<file path="src/rtl/fifo_wr_arbiter.sv">
// Round-robin arbiter sharing one ASYNC_FIFO write port among NUM_REQ wclk-domain producers.
// Optional FIFO_WARB_STATS_EN adds a saturating stall_cnt output counting wFull stall cycles.
module fifo_wr_arbiter #(
  parameter int unsigned NUM_REQ   = 4,
  parameter int unsigned DATA_SIZE = 12,
  parameter int unsigned MAX_BURST = 4
) (
  input  logic                           wclk,
  input  logic                           wrst,
  input  logic [NUM_REQ-1:0]             req_valid,
  input  logic [NUM_REQ*DATA_SIZE-1:0]   req_data,
  output logic [NUM_REQ-1:0]             req_ready,
  output logic                           winc,
  output logic [DATA_SIZE-1:0]           wData,
  input  logic                           wFull,
  output logic [$clog2(NUM_REQ)-1:0]     grant_id,
  output logic                           busy
`ifdef FIFO_WARB_STATS_EN
  ,
  output logic [15:0]                    stall_cnt
`endif
);

  localparam int unsigned IDW = $clog2(NUM_REQ);
  localparam int unsigned CW  = $clog2(MAX_BURST + 1);

  typedef enum logic {IDLE, GRANT} state_t;

  state_t                 state;
  logic [IDW-1:0]         rr_ptr;
  logic [CW-1:0]          burst_cnt;
  logic [IDW-1:0]         sel;
  logic [IDW-1:0]         cand;
  logic                   found;
  logic                   in_grant;
  logic                   cur_valid;
  logic                   xfer;
  logic [DATA_SIZE-1:0]   data_arr [NUM_REQ];

  for (genvar i = 0; i < NUM_REQ; i++) begin : g_unpack
    assign data_arr[i] = req_data[i*DATA_SIZE +: DATA_SIZE];
  end

  // First valid requester strictly after rr_ptr, wrapping modulo NUM_REQ
  always_comb begin
    sel   = rr_ptr;
    cand  = rr_ptr;
    found = 1'b0;
    for (int unsigned i = 1; i <= NUM_REQ; i++) begin
      cand = IDW'((32'(rr_ptr) + i) % NUM_REQ);
      if (!found && req_valid[cand]) begin
        sel   = cand;
        found = 1'b1;
      end
    end
  end

  assign in_grant  = (state == GRANT);
  assign cur_valid = req_valid[grant_id];
  assign xfer      = in_grant & cur_valid & ~wFull;
  assign winc      = xfer;
  assign wData     = in_grant ? data_arr[grant_id] : '0;

  always_comb begin
    req_ready = '0;
    if (in_grant) req_ready[grant_id] = ~wFull;
  end

  // Grant FSM; a dropped valid releases before a stall is considered
  always_ff @(posedge wclk or negedge wrst) begin
    if (!wrst) begin
      state     <= IDLE;
      rr_ptr    <= IDW'(NUM_REQ - 1);
      burst_cnt <= '0;
      grant_id  <= '0;
      busy      <= 1'b0;
    end else begin
      case (state)
        IDLE: begin
          if (|req_valid) begin
            state     <= GRANT;
            busy      <= 1'b1;
            grant_id  <= sel;
            rr_ptr    <= sel;
            burst_cnt <= '0;
          end
        end
        GRANT: begin
          if (!cur_valid) begin
            state <= IDLE;
            busy  <= 1'b0;
          end else if (xfer) begin
            if (burst_cnt == CW'(MAX_BURST - 1)) begin
              state     <= IDLE;
              busy      <= 1'b0;
              burst_cnt <= '0;
            end else begin
              burst_cnt <= burst_cnt + CW'(1);
            end
          end
        end
        default: begin
          state <= IDLE;
          busy  <= 1'b0;
        end
      endcase
    end
  end

`ifdef FIFO_WARB_STATS_EN
  // Cycles the granted producer had data but the FIFO was full
  always_ff @(posedge wclk or negedge wrst) begin
    if (!wrst) begin
      stall_cnt <= '0;
    end else if (in_grant && cur_valid && wFull && (stall_cnt != 16'hFFFF)) begin
      stall_cnt <= stall_cnt + 16'd1;
    end
  end
`endif

endmodule
</file>
<file path="config.mk">
export PLATFORM = sky130hd
export DESIGN_NAME = fifo_wr_arbiter
export DESIGN_NICKNAME = d
export VERILOG_FILES = /design/src/rtl/fifo_wr_arbiter.sv
export SDC_FILE = /design/constraint.sdc
export NUM_CORES = 1
export LEC_CHECK = 0
export CORE_MARGIN = 2
export CORE_UTILIZATION = 31
export DETAILED_ROUTE_END_ITERATION = 8
export PLACE_DENSITY = 0.85
export SLEW_MARGIN = 20
export SYNTH_ARGS = -nofsm -noshare
export SYNTH_HDL_FRONTEND = slang
export SYNTH_SLANG_ARGS = --single-unit
</file>
<file path="constraint.sdc">
create_clock -name wclk -period 2 [get_ports wclk]
set_input_delay 0.6 -clock wclk [delete_from_list [all_inputs] [get_ports wclk]]
set_output_delay 0.6 -clock wclk [all_outputs]
set_load 0.01 [all_outputs]
</file>
After elaboration in Yosys (flattened, before gate mapping)
Cells that the tools add are included.

Bits in registers: 9. Bits of input ports: 55. Output and inout bits: 20. Word-level logic and storage cells: 79.

Add/sub/neg operators: 5. $lt $le $gt $ge: 7. Equal/unequal tests: 6. Muxes and demuxes: 39. Bitwise gates (word level): 6. Reductions and logical operators: 11.

Operators with widths (count): 2-to-1 mux 12 bit (3); binary-select mux 12 bit (select 2 bit) (1); 2-to-1 mux 1 bit (17); < comparator 2 x 3 -> 1 bit, second input constant (5); 2-to-1 mux 3 bit (4); binary-select mux 1 bit (select 2 bit) (5); 2-to-1 mux 2 bit (4); case mux 3 bit (2 select lines) (1); AND reduction 3 bit (2); adder 2 x 1 -> 2 bit, second input constant (2); adder 2 bit, second input constant (2); AND 4 bit (1); logical AND 1 bit (4); 2-to-1 mux 4 bit (1); != test 2 bit, second input constant (2); case mux 1 bit (2 select lines) (2); OR reduction 4 bit (1); adder 3 x 1 -> 3 bit, second input constant (1); equality test 3 x 2 -> 1 bit, second input constant (1); >= comparator 3 bit, second input constant (1); zero test 1 bit (3); != test 3 x 2 -> 1 bit, second input constant (1); != test 3 bit, second input constant (1); NOT 2 -> 3 bit (1); other kinds (6) (8).

Longest topological paths before layout
Gate-level depths: netlist of the first run.

Word-level depth: 13. Gate-level depth with buffers: 5. Depth with buffers taken out: 4.

Least setup slack after synthesis of the first run
Ideal clock, no wire load.

Path kind: register to output. Start: reg grant_id[0]. End: out wData[10]. Data arrival time: 1392 ps. Required time: 1400 ps. Slack: 8 ps. Stages on the path, launching flop included: 5. Cell sequence: dfrtp_1 > buf_4 > buf_6 > mux4_2 > and2_1.

Cells in the longest elaborated chain, start to end: 5.

Ends and longest elaborated chain: start: declaration (line 16) `output logic [$clog2(NUM_REQ)-1:0] grant_id,`; start signal: assignment (line 83) `grant_id <= sel;`; NOT 2 -> 3 bit (not written as such) (line 62) `assign wData = in_grant ? data_arr[grant_id] : '0;`; binary-select mux 12 bit (select 2 bit) (line 62); 2-to-1 mux 12 bit (not written as such) (2 in a row) (line 62); 2-to-1 mux 12 bit (line 62); end: declaration (line 14) `output logic [DATA_SIZE-1:0] wData,`.

No other way between the ends. The select of a mux whose other input is x is not followed.

Worst setup path after layout of the first run
Ends and elaborated chain as after synthesis.

==> key figures, run 1 <==
Placed design
  – IO buf count: 74
  – Placed insts: 207
  – Placed inst area: 1826 µm²
  – Placer congestion estimate: 0.8492
  – Placed wire-length estimate: 2675 µm

Timing
  – Rel. slew slack: 0.7234
  – RSZ-0062 raised after global routing: true
  – Fin. Hold Viols: 0
  – Final setup viols: 13
  – F_max: 0.4510 GHz
  – Final Skew: 0.003045 ns
  – Pins Over Slew Limit: 0
  – Final worst slack: -0.2172 ns
  – Final min period: 2.217 ns
  – Slew @ Worst Pin: 0.4136 ns
  – Fin crit share: 1.109
  – Worst hold slack: 0.5153 ns

Global route
  – Largest net degree at the start of global routing: 16
  – Initial antenna violation count: 0
  – Gr ovfl total: 0
  – Number of global-route vias before repair: 1052
  – Total track usage: 0.1804
  – Global-route wire length before repair: 4823 µm

Die
  – Ports: 75
  – Initial cell density of the core: 0.3202
  – DIE AREA: 3535 µm²
  – Cell row count: 20
  – Chip Height: 59.46 µm
  – Core area: 2978 µm²
  – Die Wd: 59.46 µm

Hold path
  – Worst Hold Class: reg2reg
  – Hold Path Depth: 2

Layout
  – Antenna Diode Count: 0
  – Layout net count: 236
  – Syn-to-layout area delta: 83.46%
  – Share of post-route cells with drive strength above 1: 0.3575
  – Final Cell Area: 1749 µm²
  – Non-filler cells in the finished layout: 212

Routing
  – Via count: 1063
  – Total wire length after detailed routing: 3201 µm
  – WL/cell: 15.10 µm
  – TritonRoute pass-1 iters: 4
  – Vias per Instance: 5.014
  – Residual DRC: 0
  – Detailed Route Iter0 Violations: 42
  – Post-DRT Antenna Nets: 0

Clock tree
  – Worst-Skew Late Latency: 0.27 ns
  – CTS root buf: clkbuf_4
  – Clk buf depth: 2
  – H-tree depth: 1
  – Inserted Clock Buffers: 3
  – Hold_buf cts: 0
  – CTS tree: yes
  – Clock Sinks: 9
  – Clk slew on worst S/H paths: 0.06 ns

Logic synthesis
  – Number of synthesis warnings: 0
  – Synthesized instance count: 90
  – Synth unique cells: 30
  – Mapped Area: 953.4 µm²
  – Seq/Total Area, Yosys: 0.2388
  – Syn nets: 146
  – Post-synthesis register bit count: 9
  – Syn avg cell area: 10.59 µm²

Power and ir drop
  – Leakage power: 0.8867 nW
  – Peak supply drop: 0.3790 mV
  – P per Cell Area: 1163 nW/µm²

Worst setup path
  – Delay-heaviest family, CP: multiplexers
  – Crit-path cells: buf_12 > mux4_2 > and2_1 > buf_6
  – CP endpoint kind: primary output
  – Critical Path Source Type: register
  – Critical path required time: 1.40 ns
  – Buf+Inv Stages, Crit Path: 2
  – Worst path max stage delay: 0.51 ns
  – CP arrival: 1.62 ns
  – Critical path type: reg2out
  – Critical-path top delay cell: mux4_2
  – Critical path depth: 4
  – Worst Reg-to-Reg Cells: 6
  – Crit Path Max Fanout: 13

Run status
  – Status: finished, violations left
  – Failing checks: negative setup slack

Flow run
  – Max cap viols: 0
cells by family (layout without fill, tap and decap cells):
logic type	count (synthesis)	after routing	synth area share
AO/OA/AOI/OAI	16	16	0.1129
flip-flops	9	9	0.2388
adder cells (fa/ha/maj)	1	1	0.01312
buffers and inverters	10	99	0.06036
AND/OR/NAND/NOR	41	41	0.2480
multiplexers	13	13	0.3268
report_power, final:
part / internal (W) / switching (W) / total (W)
Clock: 0.0000771 / 0.0000667 / 0.000144
Sequential: 0.000278 / 0.0000803 / 0.000358
Combinational: 0.000883 / 0.000650 / 0.00153
metrics by stage:
| stage | TNS [ns] | utilization | total power (W) | worst slack [ns] |
|---|---|---|---|---|
| 6_report | -2.490 | 0.5874 | 0.002035 | -0.2172 |
| 5_1_grt | -3.362 | 0.5874 | 0.002185 | -0.2759 |
| 4_1_cts | -2.655 | 0.5761 | 0.001965 | -0.2373 |
| 3_3_place_gp | -12.45 | 0.6130 | 0.001898 | -0.7854 |
| 3_5_place_dp | -12.89 | 0.6130 | 0.001936 | -0.7913 |
| 2_1_floorplan | 0 | - | 0.001197 | 0.007830 |
sequential cells by signal (all words and copies together), names as in the netlist:
register	flops
burst_cnt	3
busy	1
rr_ptr	2
grant_id	2
in_grant	1
cell type report:
type,count,area [µm²]
Fill cell,271,1229
Timing Repair Buffer,91,772.0
Multi-Input combinational cell,71,665.6
Sequential cell,9,229.0
Tap cell,33,41.29
Clock buffer,4,26.28
Inverter,4,15.01
per-layer routing:
metal  share of wire  track usage  wire, µm
met4          0.0094      0.03896        30
met2            0.52       0.3564      1667
met1            0.38       0.1973      1218
met5               0            0         0
met3           0.089      0.02838       285
repair_timing:
item                                    4_1_cts  5_1_grt
pin swaps                                    13        0
endpoints found under the setup margin       18       18
gates resized for setup                     137       11
buffers inserted                              1        0
cells in the mapped netlist, drive strengths merged:
cell    count  area share
ha          1       0.013
buf         4       0.037
and3        1      0.0066
dfstp       2       0.055
nor4        2       0.013
a31oi       1      0.0066
inv         4       0.016
nand2b      3       0.020
a21oi       3       0.016
or2         1      0.0066
a211o       1      0.0092
nand2      10       0.055
and2       12       0.079
and3b       2       0.018
nand3       2       0.010
o22ai       1       0.013
nor2        5       0.020
a21boi      2       0.020
o32ai       1      0.0092
mux4       13        0.33
clkbuf      2      0.0079
dfrtp       7        0.18
o211ai      1      0.0079
o21ai       6       0.031
nor2b       3       0.020
worst register-to-register path, stage by stage (launching register included):
cell and delay (ns):
dfrtp_1 0.41, buf_4 0.17, buf_4 0.15, mux4_2 0.33, buf_4 0.16, o21ai_0 0.10
o21ai_0 0.11
placed cells by master (no fill, tap or decap), types with 2 or more instances in the layout:
cell type / synthesis / final
a21oi_1: 3 / 3
and3b_1: 2 / 2
and2_4: 0 / 4
nand2_4: 2 / 2
clkbuf_4: 0 / 3
buf_4: 1 / 15
dfstp_2: 2 / 2
clkdlybuf4s15_1: 0 / 3
dlygate4sd2_1: 0 / 48
dlymetal6s2s_1: 0 / 2
clkdlybuf4s50_1: 0 / 2
inv_1: 4 / 4
nand2b_1: 3 / 3
nand2_1: 8 / 8
nor2b_1: 3 / 3
dfrtp_1: 7 / 6
buf_2: 1 / 12
nor2_1: 5 / 5
buf_6: 2 / 6
o21ai_0: 6 / 6
mux4_2: 8 / 13
nand3_1: 2 / 2
and2_1: 12 / 8
final timing paths:
path	startpoint	to	slack [ns]
min in group asynchronous	wrst	grant_id[0]$_DFFE_PN0P_	0.63
worst max-delay path	grant_id[0]$_DFFE_PN0P_	wData[10]	-0.22
worst max register to register	grant_id[0]$_DFFE_PN0P_	in_grant$_DFF_PN0_	0.42
worst min-delay path	rr_ptr[1]$_DFFE_PN1P_	rr_ptr[1]$_DFFE_PN1P_	0.52
worst min register to register	rr_ptr[1]$_DFFE_PN1P_	rr_ptr[1]$_DFFE_PN1P_	0.52
max in group asynchronous	wrst	rr_ptr[0]$_DFFE_PN1P_	1.05
Power figures use the tool's default switching activity.
==> run 2, diff against run 1 <==
--- a/config.mk
+++ b/config.mk
@@ -5,7 +5,7 @@
 export SDC_FILE = /design/constraint.sdc
 export NUM_CORES = 1
 export LEC_CHECK = 0
-export CORE_MARGIN = 2
+export ABC_CLOCK_PERIOD_IN_PS = 2000
 export CORE_UTILIZATION = 31
 export DETAILED_ROUTE_END_ITERATION = 8
 export PLACE_DENSITY = 0.85
==> key figures, run 2 (synthesis gave the netlist of run 1 again) <==
Routing
  – Residual DRC: 10 (+10)
  – Detailed Route Iter0 Violations: 59 (+40%)
  – Total wire length after detailed routing: 3400 µm (+6.2%)
  – WL/cell: 16.04 µm (+6.2%)
  – TritonRoute pass-1 iters: 6 (+2)
  – Met2 wire len: 1865 µm (+12%)
  – Via count: 1135 (+6.8%)
  – Vias per Instance: 5.354 (+6.8%)
  – Met3 WL post-DR: 335 µm (+18%)
  – Post-DRT Antenna Nets: 0 (unchanged)
  – DR top layer: met4
  – Metal1 wirelength: 1168 µm (-4.1%)

Timing
  – Final setup viols: 13 (unchanged)
  – RSZ-0062 raised after global routing: true
  – F_max: 0.4505 GHz (-0.11%)
  – Slew @ Worst Pin: 0.4214 ns (+0.007772 ns)
  – Final Skew: 0.001311 ns (-0.001734 ns)
  – Final worst slack: -0.2196 ns (-0.002372 ns)
  – Final min period: 2.220 ns (+0.002372 ns)
  – Rel. slew slack: 0.7182 (-0.005197)
  – Fin. Hold Viols: 0 (unchanged)
  – Fin crit share: 1.110 (+0.001186)
  – Pins Over Slew Limit: 0 (unchanged)

Placed design
  – Placer congestion estimate: 0.8006 (-5.7%)
  – IO buf count: 74 (unchanged)
  – Placed inst area: 1808 µm² (-0.96%)
  – Placed wire-length estimate: 2716 µm (+1.5%)

Layout
  – Most frequent cells in the layout: 49 x dlygate4sd2_1, 14 x buf_4, 13 x mux4_2, 13 x buf_6, 9 x buf_2
  – Final Cell Area: 1792 µm² (+2.4%)
  – Largest reg by FF count: burst_cnt
  – Layout net count: 238 (+0.85%)
  – Fillers: 252 (-7.0%)
  – Most common cell after layout, fill and taps aside: dlygate4sd2_1
  – Share of post-route cells with drive strength above 1: 0.3923 (+0.03472)
  – Antenna Diode Count: 0 (unchanged)
  – Largest register FFs: 3 (unchanged)
  – Largest registers: burst_cnt x3, grant_id x2, rr_ptr x2
  – Syn-to-layout area delta: 87.93%

Clock tree
  – Clock Sinks: 9 (unchanged)
  – Clk slew on worst S/H paths: 0.06 ns (about the same)
  – CTS tree: yes
  – Inserted Clock Buffers: 3 (unchanged)
  – Worst-Skew Late Latency: 0.26 ns (about the same)
  – CTS root buf: clkbuf_4
  – Clk buf depth: 2 (unchanged)
  – H-tree depth: 1 (unchanged)

Worst setup path
  – CP endpoint kind: primary output
  – Reg2reg start: grant_id[0]$_DFFE_PN0P_
  – Critical path required time: 1.40 ns (about the same)
  – CP arrival: 1.62 ns (about the same)
  – Critical path origin: grant_id[0]$_DFFE_PN0P_
  – CP most frequent cell: buf_6
  – Critical path type: reg2out
  – Worst path max stage delay: 0.52 ns (about the same)
  – Critical Path Source Type: register
  – Critical-path top delay cell: mux4_2
  – Crit-path cells: buf_6 > mux4_2 > and2_4 > buf_6
  – Crit Path Max Fanout: 6 (-7)

Die
  – Cell row count: 19 (-5.0%)
  – Core area: 2829 µm² (-5.0%)
  – Die Wd: 57.46 µm (-3.4%)
  – Ports: 75 (unchanged)
  – Initial cell density of the core: 0.3370 (+0.01685)
  – DIE AREA: 3301 µm² (-6.6%)
  – Chip Height: 57.46 µm (-3.4%)

Power and ir drop
  – Peak supply drop: 0.4571 mV (+21%)
  – Design Power: 0.002196 W (+7.9%)
  – P per Cell Area: 1226 nW/µm² (+5.4%)
  – Leakage power: 0.8984 nW (+1.3%)

Run status
  – Failing checks: design-rule violations, negative setup slack
  – Status: finished, violations left

Global route
  – Gr ovfl total: 0 (unchanged)
  – Number of global-route vias before repair: 1112 (+5.7%)
  – Largest net degree at the start of global routing: 19 (+3)
  – Global-route wire length before repair: 5230 µm (+8.4%)
  – Initial antenna violation count: 0 (unchanged)
  – Total track usage: 0.2044 (+0.02403)

Hold path
  – Worst Hold Class: reg2reg
  – Hold_sp: rr_ptr[1]$_DFFE_PN1P_

Flow run
  – Max cap viols: 0 (unchanged)
run 2: cell types whose count changed in the layout (fill, tap and decap cells not counted), moves of 3 or more:
cell | before | now
and2_4 | 4 | 8
buf_2 | 12 | 9
and2_1 | 8 | 4
buf_6 | 6 | 13
run 2: final timing paths:
check / slack, ns / depth (start not counted) / to
setup / recovery: -0.22 / 4 / wData[9]
hold / removal: 0.51 / 2 / rr_ptr[1]$_DFFE_PN1P_
setup reg to reg: 0.27 / 9 / burst_cnt[0]$_DFFE_PN0P_
hold reg to reg: 0.51 / 2 / rr_ptr[1]$_DFFE_PN1P_
max in group asynchronous: 1.03 / 1 / rr_ptr[0]$_DFFE_PN1P_
min in group asynchronous: 0.64 / 1 / busy$_DFFE_PN0P_
run 2: cell type report:
class	count	area (µm²)	share of cell area
Clock buffer	4	26.28	0.01466
Inverter	4	15.01	0.008380
Multi-Input combinational cell	71	675.6	0.3771
Sequential cell	9	227.7	0.1271
Tap cell	31	38.79	0.02165
Timing Repair Buffer	93	808.3	0.4511
run 2: critical path, delay by kind of cell, from the launching register on:
family,cells,cell delay (ns)
buffers and inverters,2,0.27
DFF,1,0.41
and+or+nand+nor,1,0.16
muxes,1,0.52
run 2: repair_timing:
action | 4_1_cts | 5_1_grt
pin swaps | 13 | 1
endpoints found under the setup margin | 18 | 18
setup buffers | 3 | 2
hold buffers | 0 | 0
resized for setup | 139 | 22
run 2: power breakdown:
group	switching (W)	internal [W]	leakage, nW
clock network	0.0000614	0.0000768	0.0150
logic	0.000701	0.000998	0.775
registers	0.0000833	0.000276	0.108
total	0.000846	0.00135	0.898
run 2: metrics by stage:
step / TNS [ns] / hold WS, ns / std cells / setup WS [ns] / utilization
after global routing: -3.175 / 0.5225 / 212 / -0.2778 / 0.6333
after CTS: -2.433 / 0.5095 / 210 / -0.2016 / 0.6033
after detailed placement: -12.71 / 0.4992 / 203 / -0.8115 / 0.6391
after floorplan: 0 / 0.3044 / 90 / 0.007830 / -
final: -2.363 / 0.5101 / 212 / -0.2196 / 0.6333
after global placement: -12.26 / 0.4884 / 203 / -0.7909 / 0.6391
run 2: metal layers:
metal / vias to the layer above / track usage
met1: 556 / 0.2313
met4: 0 / 0.04878
met3: 4 / 0.04762
li1: 519 / -
met5: - / 0
met2: 56 / 0.3837
